File: src/rtl/regfile_wb_arbiter.sv
// Register-file writeback arbiter.
// Two writeback sources (A = ALU, B = load unit) compete for the single write
// port. A 1-bit round-robin pointer breaks ties. The accepted write appears
// one cycle later as a one-hot load strobe plus shared data bus. A per-register
// busy scoreboard is set by allocation and cleared by writeback; set wins.

// Per-register slot: owns the busy bit and the load strobe for one entry.
module regfile_wb_slot #(
  parameter int DW  = 3,
  parameter int IDX = 0
) (
  input  logic          clk,
  input  logic          reset,
  input  logic          xfer,
  input  logic [DW-1:0] xfer_dest,
  input  logic          alloc_valid,
  input  logic [DW-1:0] alloc_dest,
  output logic          busy,
  output logic          load
);
  logic hit_wr, hit_alloc;

  // An index match can never fire for dest >= NREG because no slot owns it.
  assign hit_wr    = xfer && (xfer_dest == DW'(IDX));
  assign hit_alloc = alloc_valid && (alloc_dest == DW'(IDX));

  // Load strobe is the registered write hit; busy set has priority over clear.
  always_ff @(posedge clk or negedge reset) begin
    if (!reset) begin
      busy <= 1'b0;
      load <= 1'b0;
    end else begin
      load <= hit_wr;
      busy <= hit_alloc | (busy & ~hit_wr);
    end
  end
endmodule

module regfile_wb_arbiter #(
  parameter int WIDTH = 16,
  parameter int NREG  = 8
) (
  input  logic                     clk,
  input  logic                     reset,
  input  logic                     a_valid,
  input  logic [$clog2(NREG)-1:0]  a_dest,
  input  logic [WIDTH-1:0]         a_data,
  output logic                     a_ready,
  input  logic                     b_valid,
  input  logic [$clog2(NREG)-1:0]  b_dest,
  input  logic [WIDTH-1:0]         b_data,
  output logic                     b_ready,
  input  logic                     hold,
  input  logic                     alloc_valid,
  input  logic [$clog2(NREG)-1:0]  alloc_dest,
  output logic [NREG-1:0]          wr_load,
  output logic [WIDTH-1:0]         wr_data,
  output logic [NREG-1:0]          busy
);
  localparam int DW = $clog2(NREG);

  typedef struct packed {
    logic [DW-1:0]    dest;
    logic [WIDTH-1:0] data;
  } wb_req_t;

  wb_req_t a_req, b_req, sel;
  logic    ptr;      // 0: A wins next contention, 1: B wins
  logic    contend;
  logic    gnt_a, gnt_b, xfer;

  assign a_req = '{dest: a_dest, data: a_data};
  assign b_req = '{dest: b_dest, data: b_data};

  // Grant: sole requester wins, pointer breaks ties; reset and hold block all.
  always_comb begin
    contend = a_valid & b_valid & ~hold;
    gnt_a   = reset & ~hold & a_valid & (~b_valid | ~ptr);
    gnt_b   = reset & ~hold & b_valid & (~a_valid |  ptr);
    xfer    = gnt_a | gnt_b;
    sel     = gnt_b ? b_req : a_req;
  end

  assign a_ready = gnt_a;
  assign b_ready = gnt_b;

  // Pointer moves only on a contended grant, to the loser.
  always_ff @(posedge clk or negedge reset) begin
    if (!reset)       ptr <= 1'b0;
    else if (contend) ptr <= gnt_a;
  end

  // Shared write data bus; holds the last accepted value between writes.
  always_ff @(posedge clk or negedge reset) begin
    if (!reset)    wr_data <= '0;
    else if (xfer) wr_data <= sel.data;
  end

  for (genvar i = 0; i < NREG; i++) begin : g_slot
    regfile_wb_slot #(.DW(DW), .IDX(i)) u_slot (
      .clk         (clk),
      .reset       (reset),
      .xfer        (xfer),
      .xfer_dest   (sel.dest),
      .alloc_valid (alloc_valid),
      .alloc_dest  (alloc_dest),
      .busy        (busy[i]),
      .load        (wr_load[i])
    );
  end
endmodule
File: config.mk
export PLATFORM = sky130hd
export DESIGN_NAME = regfile_wb_arbiter
export DESIGN_NICKNAME = d
export VERILOG_FILES = /design/src/rtl/regfile_wb_arbiter.sv
export SDC_FILE = /design/constraint.sdc
export NUM_CORES = 1
export LEC_CHECK = 0
export ABC_CLOCK_PERIOD_IN_PS = 4750
export BUFFER_PORTS_ARGS = -buffer_cell sky130_fd_sc_hd__buf_2
export CAP_MARGIN = 20
export CORE_ASPECT_RATIO = 1.25
export CORE_MARGIN = 2
export CORE_UTILIZATION = 30
export CTS_CLUSTER_SIZE = 16
export DETAILED_ROUTE_END_ITERATION = 10
export PLACE_DENSITY = 0.54
export REMOVE_ABC_BUFFERS = 1
export SLEW_MARGIN = 20
export SYNTH_ARGS = -nofsm -noshare
export SYNTH_HDL_FRONTEND = slang
export SYNTH_HIERARCHICAL = 1
export SYNTH_SLANG_ARGS = --single-unit
export TNS_END_PERCENT = 30
File: constraint.sdc
create_clock -name clk -period 4.75 [get_ports clk]
set_clock_uncertainty 0.1 [all_clocks]
set_input_delay 1.1875 -clock clk [delete_from_list [all_inputs] [get_ports clk]]
set_output_delay 1.1875 -clock clk [all_outputs]
set_load 0.02 [all_outputs]
=== Word level (Yosys, flattened, before mapping) ===
Index checks and enable logic that the tools add are counted.

* Output and inout bits: 34
* Register bits: 33

* Bitwise logic cells: 38
* Reductions and logical operators: 18
* Muxes and demuxes: 1
* Eq/ne operators: 14

{| class="wikitable"
|+ Operators with widths
! cell !! count
|-
| == test 3 bit (second input constant) || 8
|-
| 2-to-1 mux 19 bit || 1
|-
| logical AND 1 bit || 16
|-
| bitwise AND 1 bit || 15
|-
| == test 3 x 2 -> 1 bit (second input constant) || 4
|-
| inverter 1 bit || 12
|-
| bitwise OR 1 bit || 11
|-
| == test 3 x 1 -> 1 bit (second input constant) || 2
|-
| zero test 3 bit || 2
|}

=== Logic depth before layout (Yosys ltp) ===
* Depth after elaboration: 10
* Mapped depth: 6
* Gate-level depth less buffers: 5

=== Modules after synthesis ===
Netlist, hierarchy kept.

{| class="wikitable"
|+ Modules (own cells, without submodules)
! module !! area each (sq um) !! instances !! cells each
|-
| regfile_wb_arbiter || 1117.3 || 1 || 107
|-
| regfile_wb_slot at g_slot[3].u_slot ... || 81.3 || 3 || 6
|-
| regfile_wb_slot at g_slot[1].u_slot ... || 86.3 || 2 || 6
|-
| regfile_wb_slot at g_slot[7].u_slot || 80.1 || 1 || 6
|-
| regfile_wb_slot at g_slot[4].u_slot || 78.8 || 1 || 6
|-
| regfile_wb_slot at g_slot[0].u_slot || 77.6 || 1 || 6
|}

=== Worst setup path before layout ===
OpenSTA, ideal clock, no wires.

* Kind: input to output
* Start: input port b_valid
* End: output port a_ready
* Arrival: 1.922 ns
* Buffers on the path: 2
* Required time: 3.463 ns
* Path slack: 1.540 ns
* Stages on the path: 4
* Path through: buf_2 buf_2 nand2_1 and3_1

* Word-level cells in the longest chain between the ends: 3

{| class="wikitable"
|+ Ends and longest elaborated chain
! what !! RTL line !! RTL
|-
| start, declared || 49 || <nowiki>input logic b_valid,</nowiki>
|-
| inverter 1 bit || 78 || <nowiki>gnt_a = reset & ~hold & a_valid & (~b_valid | ~ptr);</nowiki>
|-
| bitwise OR 1 bit || 78 ||
|-
| bitwise AND 1 bit || 78 ||
|-
| end, declared || 48 || <nowiki>output logic a_ready,</nowiki>
|}

No other way between the ends.

=== Worst setup path after layout ===
* Start: input port a_valid
* End: output port b_ready

* Word-level cells in the longest chain between the ends: 3

{| class="wikitable"
|+ Ends and longest elaborated chain
! what !! RTL line !! RTL
|-
| start, declared || 45 || <nowiki>input logic a_valid,</nowiki>
|-
| inverter 1 bit || 79 || <nowiki>gnt_b = reset & ~hold & b_valid & (~a_valid | ptr);</nowiki>
|-
| bitwise OR 1 bit || 79 ||
|-
| bitwise AND 1 bit || 79 ||
|-
| end, declared || 52 || <nowiki>output logic b_ready,</nowiki>
|}

No other way between the ends.

==> results by group <==
Pwr
  – Power per cell area: 338.1 nW/um^2
  – LEAKAGE: 1.212 nW
  – Peak VDD IR: 0.0001470 V

Global routing
  – Gr ovfl total: 0
  – Total GRT Usage: 14.56%
  – First-pass GRT wire length: 7.410 mm
  – Vias in the first global route: 1491
  – Antenna violations before repair: 0
  – Largest net degree at the start of global routing: 36

Layout
  – Share of cells above drive strength 1: 47.88%
  – Filler instances: 581
  – Commonest non-fill, non-tap cell in the layout: buf_2
  – Most frequent cells in the layout: buf_2 (80), dfrtp_1 (33), inv_1 (21)
  – Area Overhead vs Synth: 30.04%
  – Layout Cells excl Fill: 302
  – Fin nets: 282
  – Diodes inserted: 0

Setup path
  – Crit-path slowest cell: nand2b_2
  – Setup crit end kind: output pin
  – Most used cell, CP: buf_2
  – Startpoint Class: input pin
  – CP max stage delay: 0.33 ns
  – Critical path required time: 3.46 ns
  – Worst reg-to-reg setup slack: 2.23 ns
  – FF-to-FF path depth: 6
  – CP Launch Point: a_valid
  – Worst-path maximum fanout: 17
  – Worst r2r src: ptr$_DFFE_PN0P_
  – R2R Path End: g_slot[0].u_slot/busy$_DFF_PN0_
  – Crit path DAT: 2.06 ns
  – Crit Path Class: input pin to output pin
  – Critical path, cell by cell: buf_2, nand2b_2, and3_1, buf_2

Placement
  – RePlAce Congestion: 0.7375
  – DPL Wire Length: 3.274 mm
  – Post-Place Cells: 294
  – PortBufs: 80

Timing
  – RSZ-0062 raised after global routing: no
  – Rel. slew slack: 56.71%
  – Fin. max-slew vios: 0
  – Final worst path period share: 70.40%
  – Tightest Pin Transition: 0.6486 ns
  – Total Neg Setup Slack: 0 ns
  – Final Hold Viols: 0
  – Achievable clock frequency: 299.0 MHz
  – Final setup viols: 0
  – Fin crit period: 3.344 ns

Outcome
  – Status: finished clean

Routing
  – Pre-antenna DRT Iters: 4
  – DRT Wirelength: 4.574 mm
  – Via/cell ratio: 5.007
  – Via count: 1512
  – DRC viols: 0
  – Final ANT Viol Nets: 0
  – WL per Instance: 15.15 microns
  – DR iter-0 viols: 83

Clock tree
  – Clock latency on the worst-skew pair: 0.28 ns
  – Longest Clk Path Bufs: 2
  – Hold_buf cts: 0
  – Clock sink count: 33
  – CTS HTree Levels: 2
  – Post-cts repair resize count: 0
  – CTS Root Cell: clkbuf_8
  – Post-CTS Setup Inserts: 0
  – CTS tree: done
  – CTS clk-pin slew, worst paths: 0.06 ns
  – TritonCTS buffer count: 5

Floorplan
  – Initial core utilization: 30.84%
  – Die area: 6536 sq um
  – DIE HEIGHT: 89.89 microns
  – I/O Pins: 81
  – Cell Rows: 31
  – Core area: 5741 sq um
  – Die extent in x: 72.71 microns

Hold path
  – Hold-critical path depth: 2
  – Worst Hold Endpoint: g_slot[4].u_slot/busy$_DFF_PN0_
  – Hold path startpoint: g_slot[4].u_slot/busy$_DFF_PN0_
  – Tightest Hold Check Type: register to register

Synth
  – EDFF count, synth: 0
  – Post-synthesis cell type count: 33
  – Largest cells by area after synthesis: dfrtp_1 (47%), a2111oi_2 (8.5%), a211o_1 (7.9%), o21a_1 (6.8%), inv_1 (4.5%)
  – Sequential element share of the synthesized area: 46.64%
  – FFs w/ async S/R, synth: 100.0%
  – Yosys reg bits: 33
  – Yosys synthesis warning count: 6
  – Synth area leader: dfrtp_1
  – Cell count after synthesis: 155
  – Cell Area, Synth: 1770 sq um
  – Synthesized area per cell: 11.42 sq um
  – Primary FF master, synth: dfrtp_1
  – Top cell type's share of synthesized area: 46.64%

Flow run
  – Max-cap violations: 0
## per-stage QoR
| stage | area [sq um] | setup WS (ns) | util (%) | total power (W) | hold slack (ns) |
|---|---|---|---|---|---|
| after detailed placement | 2222 | 1.400 | 38.71 | 0.0005856 | 0.4126 |
| after CTS | 2302 | 1.402 | 40.10 | 0.0007926 | 0.4262 |
| after global routing | 2302 | 1.332 | 40.10 | 0.0008330 | 0.4609 |
| final | 2302 | 1.406 | 40.10 | 0.0007784 | 0.4247 |
| after global placement | 2222 | 1.406 | 38.71 | 0.0005846 | 0.4042 |
| after floorplan | 1707 | 1.302 | - | 0.0004910 | 0.3792 |
## power by group
part | switching, W | total (W) | internal (W)
registers | 0.0000215 | 0.000344 | 0.000323
logic | 0.000137 | 0.000234 | 0.0000973
clock network | 0.0000960 | 0.000200 | 0.000104
## cell families after synthesis
family,after synthesis,synth area share (%)
compound gates,57,30.39
buf+inv,35,8.693
flops,33,46.64
simple gates,27,12.37
mux,3,1.908
## registers in the layout, indices dropped and copies added, names as in the netlist
name	cells
g_slot.u_slot/busy	8
g_slot.u_slot/load	8
ptr	1
wr_data	16
## worst max-delay path by stage
stage                                       to  slack (ns)  cells past startpoint
2_1_floorplan  g_slot[4].u_slot/busy$_DFF_PN0_        1.30                      4
3_3_place_gp                           b_ready        1.41                      4
3_5_place_dp   g_slot[0].u_slot/busy$_DFF_PN0_        1.40                      7
4_1_cts                                b_ready        1.40                      4
5_1_grt                                b_ready        1.33                      4
6_report                               b_ready        1.41                      4
## synth_stat cells (6+ instances only)
library cell	count
a2111oi_2	10
buf_2	6
o21ai_2	6
a211o_1	16
dfrtp_1	33
inv_1	21
o21a_1	16
## per-layer routing
layer	wire length, microns	up-vias	global-route usage [%]	part of all wire, %
li1	-	740	-	-
met1	2182	698	20.48	48
met2	1973	68	21.21	43
met3	365	6	4.484	8.0
met4	52	0	4.630	1.1
met5	0	-	0	0
## worst max-delay path: cells and delay by family
kind / cells / cell delay, ns
buffers and inverters: 2 / 0.29
and+or+nand+nor: 2 / 0.58
## cell type report
class                           instances  area, sq um  area share (%)
Multi-Input combinational cell         87        793.3           34.46
Inverter                               24        90.09           3.913
Timing Repair Buffer                   84        430.4           18.70
Clock buffer                            8        80.08           3.478
Sequential cell                        33        825.8           35.87
Tap cell                               66        82.58           3.587
No activity file was read; power rests on OpenSTA's default activity.
